===== src/rtl/backscatter_packetizer.sv =====
// rtl/backscatter_packetizer.sv - serial packet framer: preamble, sequence header, payload words, optional CRC-16
module backscatter_packetizer #(
  parameter int                       DATA_WIDTH    = 8,
  parameter int                       PAYLOAD_WORDS = 16,
  parameter int                       PREAMBLE_BITS = 16,
  parameter logic [PREAMBLE_BITS-1:0] PREAMBLE      = 16'hA5D3,
  parameter int                       SEQ_WIDTH     = 8,
  parameter bit                       CRC_EN        = 1'b1,
  parameter int                       STALL_TIMEOUT = 1024,
  parameter logic [DATA_WIDTH-1:0]    PAD_WORD      = '0,
  parameter int                       GAP_BITS      = 8
) (
  input  logic                  clock,
  input  logic                  reset,
  input  logic                  trigger,
  input  logic                  fifo_empty,
  input  logic [DATA_WIDTH-1:0] fifo_data,
  output logic                  fifo_re,
  output logic                  output_data,
  output logic                  bit_valid,
  output logic                  packet_done,
  output logic                  underflow,
  output logic [SEQ_WIDTH-1:0]  seq_num
);

  // One left-aligned shifter serves every field; its MSB is the serial output.
  localparam int SW_A = (PREAMBLE_BITS > SEQ_WIDTH) ? PREAMBLE_BITS : SEQ_WIDTH;
  localparam int SW_B = (DATA_WIDTH > 16) ? DATA_WIDTH : 16;
  localparam int SW   = (SW_A > SW_B) ? SW_A : SW_B;
  localparam int PRE_SH  = SW - PREAMBLE_BITS;
  localparam int SEQ_SH  = SW - SEQ_WIDTH;
  localparam int WORD_SH = SW - DATA_WIDTH;
  localparam int CRC_SH  = SW - 16;

  localparam int CW = 16;
  localparam int TW = $clog2(STALL_TIMEOUT + 1);
  localparam int WW = $clog2(PAYLOAD_WORDS + 1);
  localparam logic [CW-1:0] PRE_LAST   = CW'(PREAMBLE_BITS - 1);
  localparam logic [CW-1:0] HDR_LAST   = CW'(SEQ_WIDTH - 1);
  localparam logic [CW-1:0] WORD_LAST  = CW'(DATA_WIDTH - 1);
  localparam logic [CW-1:0] CRC_LAST   = CW'(15);
  localparam logic [CW-1:0] GAP_LAST   = CW'(GAP_BITS - 1);
  localparam logic [TW-1:0] STALL_LAST = TW'(STALL_TIMEOUT - 1);
  localparam logic [WW-1:0] WORDS      = WW'(PAYLOAD_WORDS);

  typedef enum logic [2:0] {
    ST_IDLE, ST_PREAMBLE, ST_HEADER, ST_PAYLOAD, ST_STALL, ST_CRC, ST_GAP
  } state_t;

  state_t                state;
  logic [SW-1:0]         sh;
  logic [CW-1:0]         bit_cnt;
  logic [TW-1:0]         stall_cnt;
  logic [WW-1:0]         words_req;
  logic [WW-1:0]         words_sent;
  logic [DATA_WIDTH-1:0] hold;
  logic                  hold_valid;
  logic                  rd_pend;
  logic [15:0]           crc;

  function automatic logic [15:0] crc_step(input logic [15:0] c, input logic b);
    return (c[15] ^ b) ? ((c << 1) ^ 16'h1021) : (c << 1);
  endfunction

  assign output_data = sh[SW-1];

  always_comb begin
    fifo_re = 1'b0;
    if (reset && trigger && !fifo_empty) begin
      case (state)
        ST_IDLE: fifo_re = 1'b1;
        ST_PREAMBLE, ST_HEADER, ST_PAYLOAD:
          fifo_re = !hold_valid && !rd_pend && (words_req < WORDS);
        ST_STALL:
          fifo_re = !hold_valid && !rd_pend && (words_req < WORDS) && (stall_cnt != STALL_LAST);
        default: fifo_re = 1'b0;
      endcase
    end
  end

  always_ff @(posedge clock or negedge reset) begin
    if (!reset) begin
      state       <= ST_IDLE;
      sh          <= '0;
      bit_valid   <= 1'b0;
      packet_done <= 1'b0;
      underflow   <= 1'b0;
      seq_num     <= '0;
      hold        <= '0;
      hold_valid  <= 1'b0;
      rd_pend     <= 1'b0;
      bit_cnt     <= '0;
      stall_cnt   <= '0;
      words_req   <= '0;
      words_sent  <= '0;
      crc         <= 16'hFFFF;
    end else begin
      packet_done <= 1'b0;
      underflow   <= 1'b0;
      rd_pend     <= fifo_re;
      if (fifo_re) words_req <= words_req + 1'b1;
      if (rd_pend) begin
        hold       <= fifo_data;
        hold_valid <= 1'b1;
      end
      if (state == ST_HEADER || state == ST_PAYLOAD) crc <= crc_step(crc, sh[SW-1]);

      if (!trigger && state != ST_IDLE && state != ST_GAP) begin
        // Window closed: drop the packet, including any word still arriving.
        state      <= ST_IDLE;
        sh         <= '0;
        bit_valid  <= 1'b0;
        hold_valid <= 1'b0;
        rd_pend    <= 1'b0;
      end else begin
        case (state)
          ST_IDLE: begin
            if (fifo_re) begin
              state      <= ST_PREAMBLE;
              sh         <= SW'(PREAMBLE) << PRE_SH;
              bit_valid  <= 1'b1;
              bit_cnt    <= '0;
              crc        <= 16'hFFFF;
              words_req  <= WW'(1);
              words_sent <= '0;
              hold_valid <= 1'b0;
            end
          end
          ST_PREAMBLE: begin
            bit_cnt <= bit_cnt + 1'b1;
            sh      <= sh << 1;
            if (bit_cnt == PRE_LAST) begin
              state   <= ST_HEADER;
              sh      <= SW'(seq_num) << SEQ_SH;
              bit_cnt <= '0;
            end
          end
          ST_HEADER, ST_PAYLOAD: begin
            bit_cnt <= bit_cnt + 1'b1;
            sh      <= sh << 1;
            if (state == ST_PAYLOAD && bit_cnt == WORD_LAST && words_sent == WORDS) begin
              bit_cnt <= '0;
              if (CRC_EN) begin
                state <= ST_CRC;
                sh    <= SW'(crc_step(crc, sh[SW-1])) << CRC_SH;
              end else begin
                state       <= ST_GAP;
                sh          <= '0;
                bit_valid   <= 1'b0;
                packet_done <= 1'b1;
                seq_num     <= seq_num + 1'b1;
              end
            end else if ((state == ST_HEADER && bit_cnt == HDR_LAST) ||
                         (state == ST_PAYLOAD && bit_cnt == WORD_LAST)) begin
              bit_cnt <= '0;
              if (hold_valid) begin
                state      <= ST_PAYLOAD;
                sh         <= SW'(hold) << WORD_SH;
                hold_valid <= 1'b0;
                words_sent <= words_sent + 1'b1;
              end else begin
                state     <= ST_STALL;
                sh        <= '0;
                bit_valid <= 1'b0;
                stall_cnt <= '0;
              end
            end
          end
          ST_STALL: begin
            stall_cnt <= stall_cnt + 1'b1;
            if (hold_valid) begin
              state      <= ST_PAYLOAD;
              sh         <= SW'(hold) << WORD_SH;
              bit_valid  <= 1'b1;
              hold_valid <= 1'b0;
              words_sent <= words_sent + 1'b1;
            end else if (stall_cnt == STALL_LAST) begin
              // The pad occupies a slot, so a late FIFO word goes to the next one.
              state      <= ST_PAYLOAD;
              sh         <= SW'(PAD_WORD) << WORD_SH;
              bit_valid  <= 1'b1;
              underflow  <= 1'b1;
              words_req  <= words_req + 1'b1;
              words_sent <= words_sent + 1'b1;
            end
          end
          ST_CRC: begin
            bit_cnt <= bit_cnt + 1'b1;
            sh      <= sh << 1;
            if (bit_cnt == CRC_LAST) begin
              state       <= ST_GAP;
              sh          <= '0;
              bit_valid   <= 1'b0;
              bit_cnt     <= '0;
              packet_done <= 1'b1;
              seq_num     <= seq_num + 1'b1;
            end
          end
          ST_GAP: begin
            bit_cnt <= bit_cnt + 1'b1;
            if (bit_cnt == GAP_LAST) state <= ST_IDLE;
          end
          default: state <= ST_IDLE;
        endcase
      end
    end
  end

endmodule


===== config.mk =====
export PLATFORM = sky130hd
export DESIGN_NAME = backscatter_packetizer
export DESIGN_NICKNAME = d
export VERILOG_FILES = /design/src/rtl/backscatter_packetizer.sv
export SDC_FILE = /design/constraint.sdc
export NUM_CORES = 1
export LEC_CHECK = 0
export ABC_AREA = 1
export ABC_CLOCK_PERIOD_IN_PS = 2750
export CAP_MARGIN = 20
export CORE_ASPECT_RATIO = 2
export CORE_MARGIN = 2
export CORE_UTILIZATION = 25
export DETAILED_ROUTE_END_ITERATION = 10
export PLACE_DENSITY = 0.47
export SYNTH_ARGS = -nofsm -noshare
export SYNTH_HDL_FRONTEND = slang
export SYNTH_SLANG_ARGS = --single-unit

===== constraint.sdc =====
create_clock -name clock -period 2.75 [get_ports clock]
set_input_delay 0.825 -clock clock [delete_from_list [all_inputs] [get_ports clock]]
set_output_delay 0.825 -clock clock [all_outputs]
set_load 0.005 [all_outputs]

==> results of run 1 <==
## where the power goes
part	switching [uW]	internal [uW]	total [uW]
Sequential	298	1870	2170
Clock	547	689	1240
Combinational	1810	1060	2870
## logic make-up (layout without fill, tap and decap cells)
logic type | count (synthesis) | after routing | share of synthesized area (%)
buf+inv | 105 | 168 | 7.727
flops | 93 | 93 | 42.14
simple gates | 395 | 395 | 31.40
xor+xnor | 31 | 31 | 4.874
fa+ha+maj | 7 | 7 | 1.572
mux | 10 | 10 | 1.999
compound gates | 103 | 103 | 10.29
## state kept, by name, indices dropped and copies added (netlist names)
register	count
crc	16
bit_valid	1
words_req	5
hold	8
sh	16
rd_pend	1
words_sent	5
stall_cnt	11
underflow	1
bit_cnt	16
hold_valid	1
seq_num	8
packet_done	1
state	3
## layout make-up
type | count | area share [%]
inverter | 87 | 4.904
clock inverter | 1 | 0.1127
multi-input combinational | 546 | 42.07
clock buffer | 15 | 4.171
sequential | 93 | 35.25
timing repair buffer | 65 | 8.305
tap | 276 | 5.186
## how the worst max path moves through the flow
stage,slack (ns),end,from,depth (start not counted)
after floorplan,0.47,fifo_re,reset,6
after global placement,-0.32,fifo_re,fifo_empty,7
after detailed placement,-0.30,fifo_re,fifo_empty,7
after CTS,0.02,fifo_re,fifo_empty,7
after global routing,0.05,fifo_re,fifo_empty,7
final,0.13,fifo_re,fifo_empty,7
## metrics by stage
| step | utilization [%] | setup WS [ns] |
|---|---|---|
| after floorplan | - | 0.4661 |
| after global placement | 28.76 | -0.3220 |
| after detailed placement | 28.76 | -0.2988 |
| after CTS | 30.22 | 0.02346 |
| after global routing | 30.31 | 0.04735 |
| final | 30.31 | 0.1254 |
## what timing repair did
item / in CTS / in global routing
endpoints found under the hold margin: 0 / 0
setup buffers: 4 / 3
setup endpoints to repair: 1 / 1
gates resized for setup: 4 / 2
## synth_stat cells (2+ instances only)
master | number | share of area [%]
dfstp_2 | 16 | 7.5
nor3_4 | 2 | 0.58
clkbuf_1 | 5 | 0.34
xnor2_1 | 9 | 1.4
nor3_2 | 2 | 0.36
buf_2 | 5 | 0.45
nor3_1 | 18 | 1.6
o21ai_1 | 16 | 1.4
inv_1 | 77 | 5.2
o21ai_0 | 28 | 2.5
nand3_2 | 4 | 0.72
mux2_2 | 9 | 1.8
ha_1 | 7 | 1.6
dfrtp_1 | 77 | 35
xor2_1 | 22 | 3.5
buf_6 | 2 | 0.40
nand3_1 | 47 | 4.2
nor2_2 | 5 | 0.56
o211ai_1 | 15 | 2.0
nand4_1 | 11 | 1.2
a21oi_1 | 36 | 3.2
nand2_1 | 225 | 15
nor2_4 | 6 | 1.2
inv_2 | 10 | 0.67
nand2_2 | 6 | 0.67
o22ai_1 | 2 | 0.22
nor2_1 | 65 | 4.4
buf_4 | 4 | 0.54
o311ai_0 | 3 | 0.47
buf_1 | 2 | 0.13
## placed cells by master (no fill, tap or decap), types with 2 or more instances in the layout
cell / Yosys / layout
nor2_2: 5 / 7
nand3_2: 4 / 4
o311ai_0: 3 / 3
clkbuf_16: 0 / 9
nand4_1: 11 / 11
o21ai_1: 16 / 16
nor3_1: 18 / 18
nand2_1: 225 / 225
nor2_1: 65 / 63
o211ai_1: 15 / 15
inv_1: 77 / 77
nand3_1: 47 / 47
clkbuf_8: 0 / 3
clkdlybuf4s50_1: 0 / 22
a21oi_1: 36 / 35
nor3_2: 2 / 2
ha_1: 7 / 7
o22ai_1: 2 / 2
nand2_2: 6 / 6
nor2_4: 6 / 6
mux2_2: 9 / 9
xnor2_1: 9 / 9
o21ai_0: 28 / 28
dfstp_2: 16 / 16
xor2_1: 22 / 22
buf_4: 4 / 41
dfrtp_1: 77 / 77
inv_2: 10 / 10
nor3_4: 2 / 2
clkbuf_1: 5 / 3
## critical path, cell delays in order
cell and delay [ns]:
clkdlybuf4s50_1 0.40, nor2_1 0.10, nand2_1 0.07, a21oi_2 0.13, nand2_1 0.09, inv_1 0.08, clkbuf_2 0.11
## per-layer routing
layer	wire [um]	vias to the layer above
met5	0	-
met2	8584	78
met3	392	31
li1	-	2512
met4	707	0
met1	6104	2319
==> impl_metrics.py, run 1 <==
metrics = {
    "routing": {
        "totalWireLength_um": 15790,
        "route.detailed.drc": 0,
        "wl_per_cell_um": 14.58,
        "dr.pass1.iters": 4,
        "dr_total_vias": 4940,
        "post_drt_via_cell_ratio": 4.561,
        "ant_nets": 0,
        "drt_iter0_drc": 179,
    },
    "final_layout": {
        "nets": 821,
        "syn_to_final_growth_pct": 19.54,
        "n_fill_cell": 2436,
        "drive_above_1_share_pct": 14.99,
        "final_area_um2": 6659,
        "finalNonFillerCells": 1083,
        "multi_input_area_um2": 2801,
        "seqCellArea_um2": 2347,
        "num_antenna_cells": 0,
    },
    "timing": {
        "tightest_slew_ns": 0.8596,
        "fin_setup_tns_ns": 0,
        "final-max-slew-violation-count": 0,
        "clock_skew_ns": 0.01112,
        "finalHoldViolations": 0,
        "finalCritPeriodShare_pct": 95.44,
        "fmax_ghz": 0.3810,
        "relSlewSlack_pct": 42.69,
        "setup_viol": 0,
        "period_minus_slack_ns": 2.625,
        "hold_ws_ns": 0.4787,
        "rsz0062_at_grt": "no",
    },
    "place": {
        "placed_cells": 1060,
        "dpl_cell_area_um2": 6317,
        "port_buffers": 24,
        "dp_hpwl_um": 12020,
        "place_congestion": 0.8579,
    },
    "floorplanning": {
        "row_count": 77,
        "boundaryPins": 25,
        "coreArea_um2": 21970,
        "die_area_um2": 23560,
        "dieWidth_um": 109.6,
        "die_y_um": 215.1,
        "initial_core_util_pct": 25.36,
    },
    "grt": {
        "grt_usage_pct": 14.53,
        "use_met3_pct": 2.730,
        "grt_first_pass_wirelength_um": 25990,
        "use_met2_pct": 26.05,
        "grt.busiest_layer": "met2",
        "overflow": 0,
        "use_met1_pct": 15.54,
        "grt_pass1_vias": 4947,
        "grt_max_degree": 65,
        "antenna_found_initial": 0,
    },
    "clocking": {
        "clkTransAtPathRegs_ns": 0.07,
        "cts_tree": "done",
        "cts_root_buf": "clkbuf_16",
        "clock-sinks": 93,
        "cts.htree.levels": 3,
        "cts_hold_buf": 0,
        "cts_buffers": 9,
        "clk_latency_ns": 0.36,
        "cts_buffer_depth": 2,
    },
    "pwr": {
        "power_density_nw_per_um2": 942.8,
        "p_leak_uw": 0.003145,
        "total_power_uw": 6278,
        "vdd_drop_max_mv": 0.2973,
    },
    "worst_setup_path": {
        "r2r_end": "stall_cnt[5]",
        "worstSetupStartpointType": "primary input",
        "cp-end-kind": "output pin",
        "r2r_slack_ns": 0.63,
        "cp_data_required_time_ns": 1.93,
        "cp_max_fo": 2,
        "r2r-start": "bit_cnt[0]",
        "crit_type": "in -> out",
        "arrival_ns": 1.80,
        "r2r_cells": 10,
    },
    "yosys": {
        "synth_edf_count": 0,
        "yosysUniqueCellTypes": 38,
        "ys_warn_count": 0,
        "async_reset_ff_share_pct": 100.0,
        "synth-seq-cells": 93,
        "avgSynthCellArea_um2": 7.487,
        "seq_area_frac_synth_pct": 42.14,
        "ys.flop_type": "dfrtp_1",
        "syn_nets": 763,
        "synth_area_um2": 5570,
        "synth_cells": 744,
    },
    "run": {
        "drv_cap": 0,
    },
    "hold_path": {
        "worst_hold_path_type": "in -> async",
    },
    "outcome": {
        "status": "completed",
    },
}
Power figures use the tool's default switching activity.
==> run 2, diff against run 1 <==
--- a/config.mk
+++ b/config.mk
@@ -10,5 +10,5 @@
 export CAP_MARGIN = 20
 export CORE_ASPECT_RATIO = 2
-export CORE_MARGIN = 2
+export CORE_MARGIN = 8
 export CORE_UTILIZATION = 25
 export DETAILED_ROUTE_END_ITERATION = 10
==> constraint.sdc (replaced) <==
create_clock -name clock -period 2.75 [get_ports clock]
set_input_delay 0.825 -clock clock [delete_from_list [all_inputs] [get_ports clock]]
set_output_delay 0.825 -clock clock [all_outputs]
set_load 0.1 [all_outputs]
==> impl_metrics.py, run 2 (synthesis gave the netlist of run 1 again) <==
metrics = {
    "pwr": {
        "total_power_uw": 6339,
        "vdd_drop_max_mv": 0.2959,
        "power_density_nw_per_um2": 965.9,
        "switching_share_pct": 44.29,
        "switching_power_uw": 2807,
        "p_seq_share_pct": 34.6,
        "pwr-share-clk_pct": 20.0,
        "intPower_uw": 3532,
        "p_comb_share_pct": 45.4,
        "p_leak_uw": 0.003106,
    },
    "floorplanning": {
        "coreArea_um2": 21970,
        "boundaryPins": 25,
        "row_count": 77,
        "initial_core_util_pct": 25.36,
        "die_area_um2": 27600,
        "die_y_um": 227.1,
        "dieWidth_um": 121.6,
    },
    "final_layout": {
        "reg_top3": "bit_cnt: 16 flops, crc: 16 flops, sh: 16 flops",
        "num_antenna_cells": 0,
        "drive_above_1_share_pct": 16.12,
        "layout_common_cells": "nand2_1 (222), dfrtp_1 (77), inv_1 (76), nor2_1 (62), nand3_1 (47)",
        "final_area_um2": 6563,
        "syn_to_final_growth_pct": 17.81,
        "n_fill_cell": 2435,
        "layout_commonest_cell": "nand2_1",
        "nets": 808,
    },
    "timing": {
        "tightest_slew_ns": 0.8648,
        "relSlewSlack_pct": 42.35,
        "fmax_ghz": 0.3783,
        "period_minus_slack_ns": 2.643,
        "clock_skew_ns": 0.009386,
        "setup_ws_ns": 0.1067,
        "rsz0062_at_grt": "no",
        "setup_viol": 0,
        "finalCritPeriodShare_pct": 96.12,
        "finalHoldViolations": 0,
        "final-max-slew-violation-count": 0,
        "fin_setup_tns_ns": 0,
    },
    "grt": {
        "overflow": 0,
        "grt_max_degree": 64,
        "antenna_found_initial": 0,
        "grt_pass1_vias": 5087,
        "grt_usage_pct": 12.35,
        "grt_first_pass_wirelength_um": 26320,
    },
    "worst_setup_path": {
        "cp_max_fo": 4,
        "cp_data_required_time_ns": 1.93,
        "arrival_ns": 1.82,
        "r2r_slack_ns": 0.55,
        "r2r-start": "state[2]",
        "worstSetupStartpointType": "register",
        "r2r_end": "sh[10]",
        "r2r_cells": 11,
        "crit_type": "reg -> out",
        "cp-end-kind": "output pin",
    },
    "hold_path": {
        "min_path_cells": 2,
        "min_from": "sh[2]",
        "worst_hold_path_type": "reg -> reg",
        "hold_end": "sh[2]",
    },
    "routing": {
        "drt_iter0_drc": 247,
        "dr_total_vias": 4881,
        "ant_nets": 0,
        "route.detailed.drc": 0,
        "post_drt_via_cell_ratio": 4.562,
        "wl_per_cell_um": 14.94,
        "dr.pass1.iters": 4,
        "totalWireLength_um": 15980,
    },
    "clocking": {
        "clkTransAtPathRegs_ns": 0.06,
        "clock-sinks": 93,
        "cts_root_buf": "clkbuf_16",
        "cts_hold_buf": 0,
        "cts_tree": "done",
        "cts.htree.levels": 3,
        "cts_buffer_depth": 2,
        "cts_buffers": 9,
        "clk_latency_ns": 0.36,
    },
    "outcome": {
        "status": "completed",
    },
    "place": {
        "port_buffers": 24,
        "dp_hpwl_um": 12310,
        "dp_slack_ns": -0.04068,
        "place_congestion": 0.8536,
        "dpl_cell_area_um2": 6228,
    },
    "run": {
        "drv_cap": 0,
    },
}
==> run 2: cell types whose count changed in the layout (fill, tap and decap cells not counted), moves of 2 or more <==
cell,delta
clkinvlp_4,+2
clkinv_2,+2
dlymetal6s2s_1,+2
clkbuf_8,-3
clkdlybuf4s50_1,-14
clkbuf_1,-2
nand2_1,-3
nand2_2,+3
==> run 2: worst max-delay path by stage <==
stage | start | depth (start not counted) | to
after floorplan | stall_cnt[0] | 8 | fifo_re
after global placement | fifo_empty | 7 | fifo_re
after detailed placement | fifo_empty | 7 | fifo_re
after CTS | fifo_empty | 7 | fifo_re
after global routing | stall_cnt[0] | 9 | fifo_re
final | stall_cnt[0] | 9 | fifo_re
==> run 2: what timing repair did <==
action | in CTS | in global routing
resized for setup | 4 | 6
setup buffers | 1 | 1
endpoints found under the hold margin | 0 | 0
endpoints found under the setup margin | 1 | 1
pin swaps | 0 | 2
==> run 2: worst max-delay path, cell delays in order, from the launching register on <==
cell and delay [ns]:
dfrtp_1 0.37, ha_2 0.19, nand2_1 0.06, nor2_2 0.11, nand3_1 0.13, nand2_1 0.10
nand2_2 0.09, nand2_2 0.13, clkinvlp_4 0.11, buf_12 0.17
==> run 2: layout make-up <==
cell class / instances / area (um2) / share of cell area, %
clock buffers: 10 / 229.0 / 3.489
clock inverters: 6 / 63.81 / 0.9724
flip-flops and latches: 93 / 2347 / 35.77
well taps: 276 / 345.3 / 5.262
inverters: 87 / 330.3 / 5.033
multi-input cells: 546 / 2814 / 42.88
repair buffers: 52 / 432.9 / 6.597
==> run 2: routing by layer <==
metal	vias to the layer above	routed length [um]	global-route usage [%]
li1	2491	-	-
met1	2288	6159	12.24
met2	71	8780	23.17
met3	31	387	1.913
met4	0	654	7.849
met5	-	0	0
==> run 2: stage by stage <==
step / utilization [%] / cells / hold WS (ns)
after global routing: 29.88 / 1070 / 0.5156
after detailed placement: 28.36 / 1052 / 0.4699
after global placement: 28.36 / 1052 / 0.4643
after floorplan: - / 744 / 0.4491
after CTS: 29.77 / 1069 / 0.4866
final: 29.88 / 1070 / 0.4807
==> run 2: power groups by stage <==
stage	clock [uW]	combinational, uW	sequential [uW]
after floorplan	0	1970	2220
after global placement	0	2850	2230
after detailed placement	0	2880	2220
after CTS	1320	2910	2200
after global routing	1370	3210	2250
final	1270	2880	2190
==> run 3, diff against run 2 <==
- CORE_MARGIN: 8 -> unset
==> impl_metrics.py, run 3 (synthesis gave the netlist of run 1 again) <==
metrics = {
    "outcome": {
        "status": "completed",
    },
    "routing": {
        "wl_per_cell_um": 14.78,
        "post_drt_via_cell_ratio": 4.612,
        "dr.pass1.iters": 4,
        "route.detailed.drc": 0,
        "dr_total_vias": 4939,
        "drt_iter0_drc": 236,
        "ant_nets": 0,
        "totalWireLength_um": 15830,
    },
    "clocking": {
        "cts_buffers": 9,
        "cts_buffer_depth": 2,
        "clock-sinks": 93,
        "cts_root_buf": "clkbuf_16",
        "cts_tree": "done",
        "clk_latency_ns": 0.36,
        "cts.htree.levels": 3,
        "cts_hold_buf": 0,
        "clkTransAtPathRegs_ns": 0.07,
    },
    "hold_path": {
        "min_path_cells": 2,
        "worst_hold_path_type": "reg -> reg",
    },
    "final_layout": {
        "num_antenna_cells": 0,
        "n_fill_cell": 2392,
        "reg_top3": "bit_cnt: 16 flops, crc: 16 flops, sh: 16 flops",
        "seqCellArea_um2": 2347,
        "multi_input_area_um2": 2834,
        "final_area_um2": 6644,
        "layout_commonest_cell": "nand2_1",
        "utilization_pct": 30.64,
        "nets": 812,
        "drive_above_1_share_pct": 16.79,
        "syn_to_final_growth_pct": 19.27,
        "layout_common_cells": "nand2_1 (220), dfrtp_1 (77), inv_1 (76), nor2_1 (64), nand3_1 (46)",
    },
    "worst_setup_path": {
        "path_delay_family": "simple AND/OR/NAND/NOR gates",
        "cp_cell_sequence": "ha_2 -> nand2_2 -> nor2_2 -> nand3_2 -> nand2_2 -> nand2_4 -> nand2_4 -> clkinvlp_4 -> buf_12",
        "cp_max_fo": 3,
        "arrival_ns": 1.81,
        "crit_slowest_cell": "dfrtp_1",
        "path_buf_inv": 2,
        "cp_slowest_stage_delay_ns": 0.37,
        "worstSetupStartpointType": "register",
        "cp_data_required_time_ns": 1.93,
        "r2r_cells": 10,
        "cp-end-kind": "output pin",
        "path_depth": 9,
        "crit_type": "reg -> out",
    },
    "floorplanning": {
        "initial_core_util_pct": 25.69,
        "dieWidth_um": 107.6,
        "die_y_um": 213.1,
        "die_area_um2": 22920,
        "coreArea_um2": 21680,
        "boundaryPins": 25,
        "row_count": 76,
    },
    "pwr": {
        "vdd_drop_max_mv": 0.3218,
        "p_leak_uw": 0.003145,
        "power_density_nw_per_um2": 973.2,
    },
    "timing": {
        "tightest_slew_ns": 0.7949,
        "finalHoldViolations": 0,
        "fmax_ghz": 0.3795,
        "finalCritPeriodShare_pct": 95.83,
        "relSlewSlack_pct": 47.01,
        "clock_skew_ns": 0.007883,
        "setup_viol": 0,
        "final-max-slew-violation-count": 0,
        "period_minus_slack_ns": 2.635,
    },
    "place": {
        "place_congestion": 0.8674,
        "dp_hpwl_um": 12080,
        "dpl_cell_area_um2": 6232,
        "port_buffers": 24,
    },
    "grt": {
        "overflow": 0,
        "antenna_found_initial": 0,
        "grt_max_degree": 60,
        "grt_usage_pct": 14.98,
        "grt_first_pass_wirelength_um": 25940,
        "grt_pass1_vias": 5052,
    },
    "run": {
        "drv_cap": 0,
    },
}
-- run 3: cell count changes in the layout (fill, tap and decap cells not counted), moves of 2 or more --
cell            change
nand2_1             -2
buf_4               +4
nand2_4             +2
nor2_2              -3
clkinvlp_4          -2
clkbuf_8            +2
dlymetal6s2s_1      -2
nor2_1              +2
dlygate4sd2_1       +2
-- run 3: layout make-up --
class	instances	share of cell area, %
clock buffer	11	3.804
clock inverter	5	1.243
inverter	87	4.972
multi-input combinational	546	42.66
sequential	93	35.33
tap	273	5.141
timing repair buffer	56	6.855
-- run 3: power breakdown --
group	leakage, uW	internal (uW)	switching [uW]
Sequential	0.00118	1870	335
Combinational	0.00180	943	1890
Clock	0.000166	849	581
Total	0.00314	3660	2810
-- run 3: per-layer routing --
layer | track usage [%] | up-vias | wire [um]
met4 | 7.274 | 0 | 491
met3 | 2.411 | 22 | 306
met1 | 15.69 | 2355 | 6304
met5 | 0 | - | 0
met2 | 28.32 | 58 | 8727
li1 | - | 2504 | -
-- run 3: repair_timing --
action / in CTS / in global routing
cloned: 0 / 0
pin swaps: 2 / 4
buffers inserted: 1 / 4
endpoints found under the setup margin: 1 / 1
gates resized for setup: 6 / 8
-- run 3: through the flow --
stage	cells	hold WS, ns	total power [uW]	TNS (ns)	worst slack, ns
floorplan	744	0.4491	4192	0	0.1193
global placement	1050	0.4649	5024	-0.1642	-0.1642
detailed placement	1050	0.4729	5041	-0.1403	-0.1403
CTS	1067	0.4908	6511	0	0.01424
global route	1071	0.5200	6983	-0.005014	-0.005014
finish	1071	0.4855	6466	0	0.1147
-- run 3: worst paths after layout --
kind / slack (ns) / from / endpoint
max in group asynchronous: 1.07 / reset / sh[1]
setup / recovery: 0.11 / stall_cnt[0] / fifo_re
hold / removal: 0.49 / sh[3] / sh[3]
setup reg to reg: 0.60 / state[2] / sh[15]
hold reg to reg: 0.49 / sh[3] / sh[3]
min in group asynchronous: 0.51 / reset / underflow
-- run 3: worst register-to-register path: cells and delay by family, from the launching register on --
| kind | cells | cell delay, ns |
|---|---|---|
| flip-flops | 1 | 0.60 |
| buffers and inverters | 2 | 0.32 |
| AO/OA/AOI/OAI | 3 | 0.59 |
| AND/OR/NAND/NOR | 5 | 0.55 |
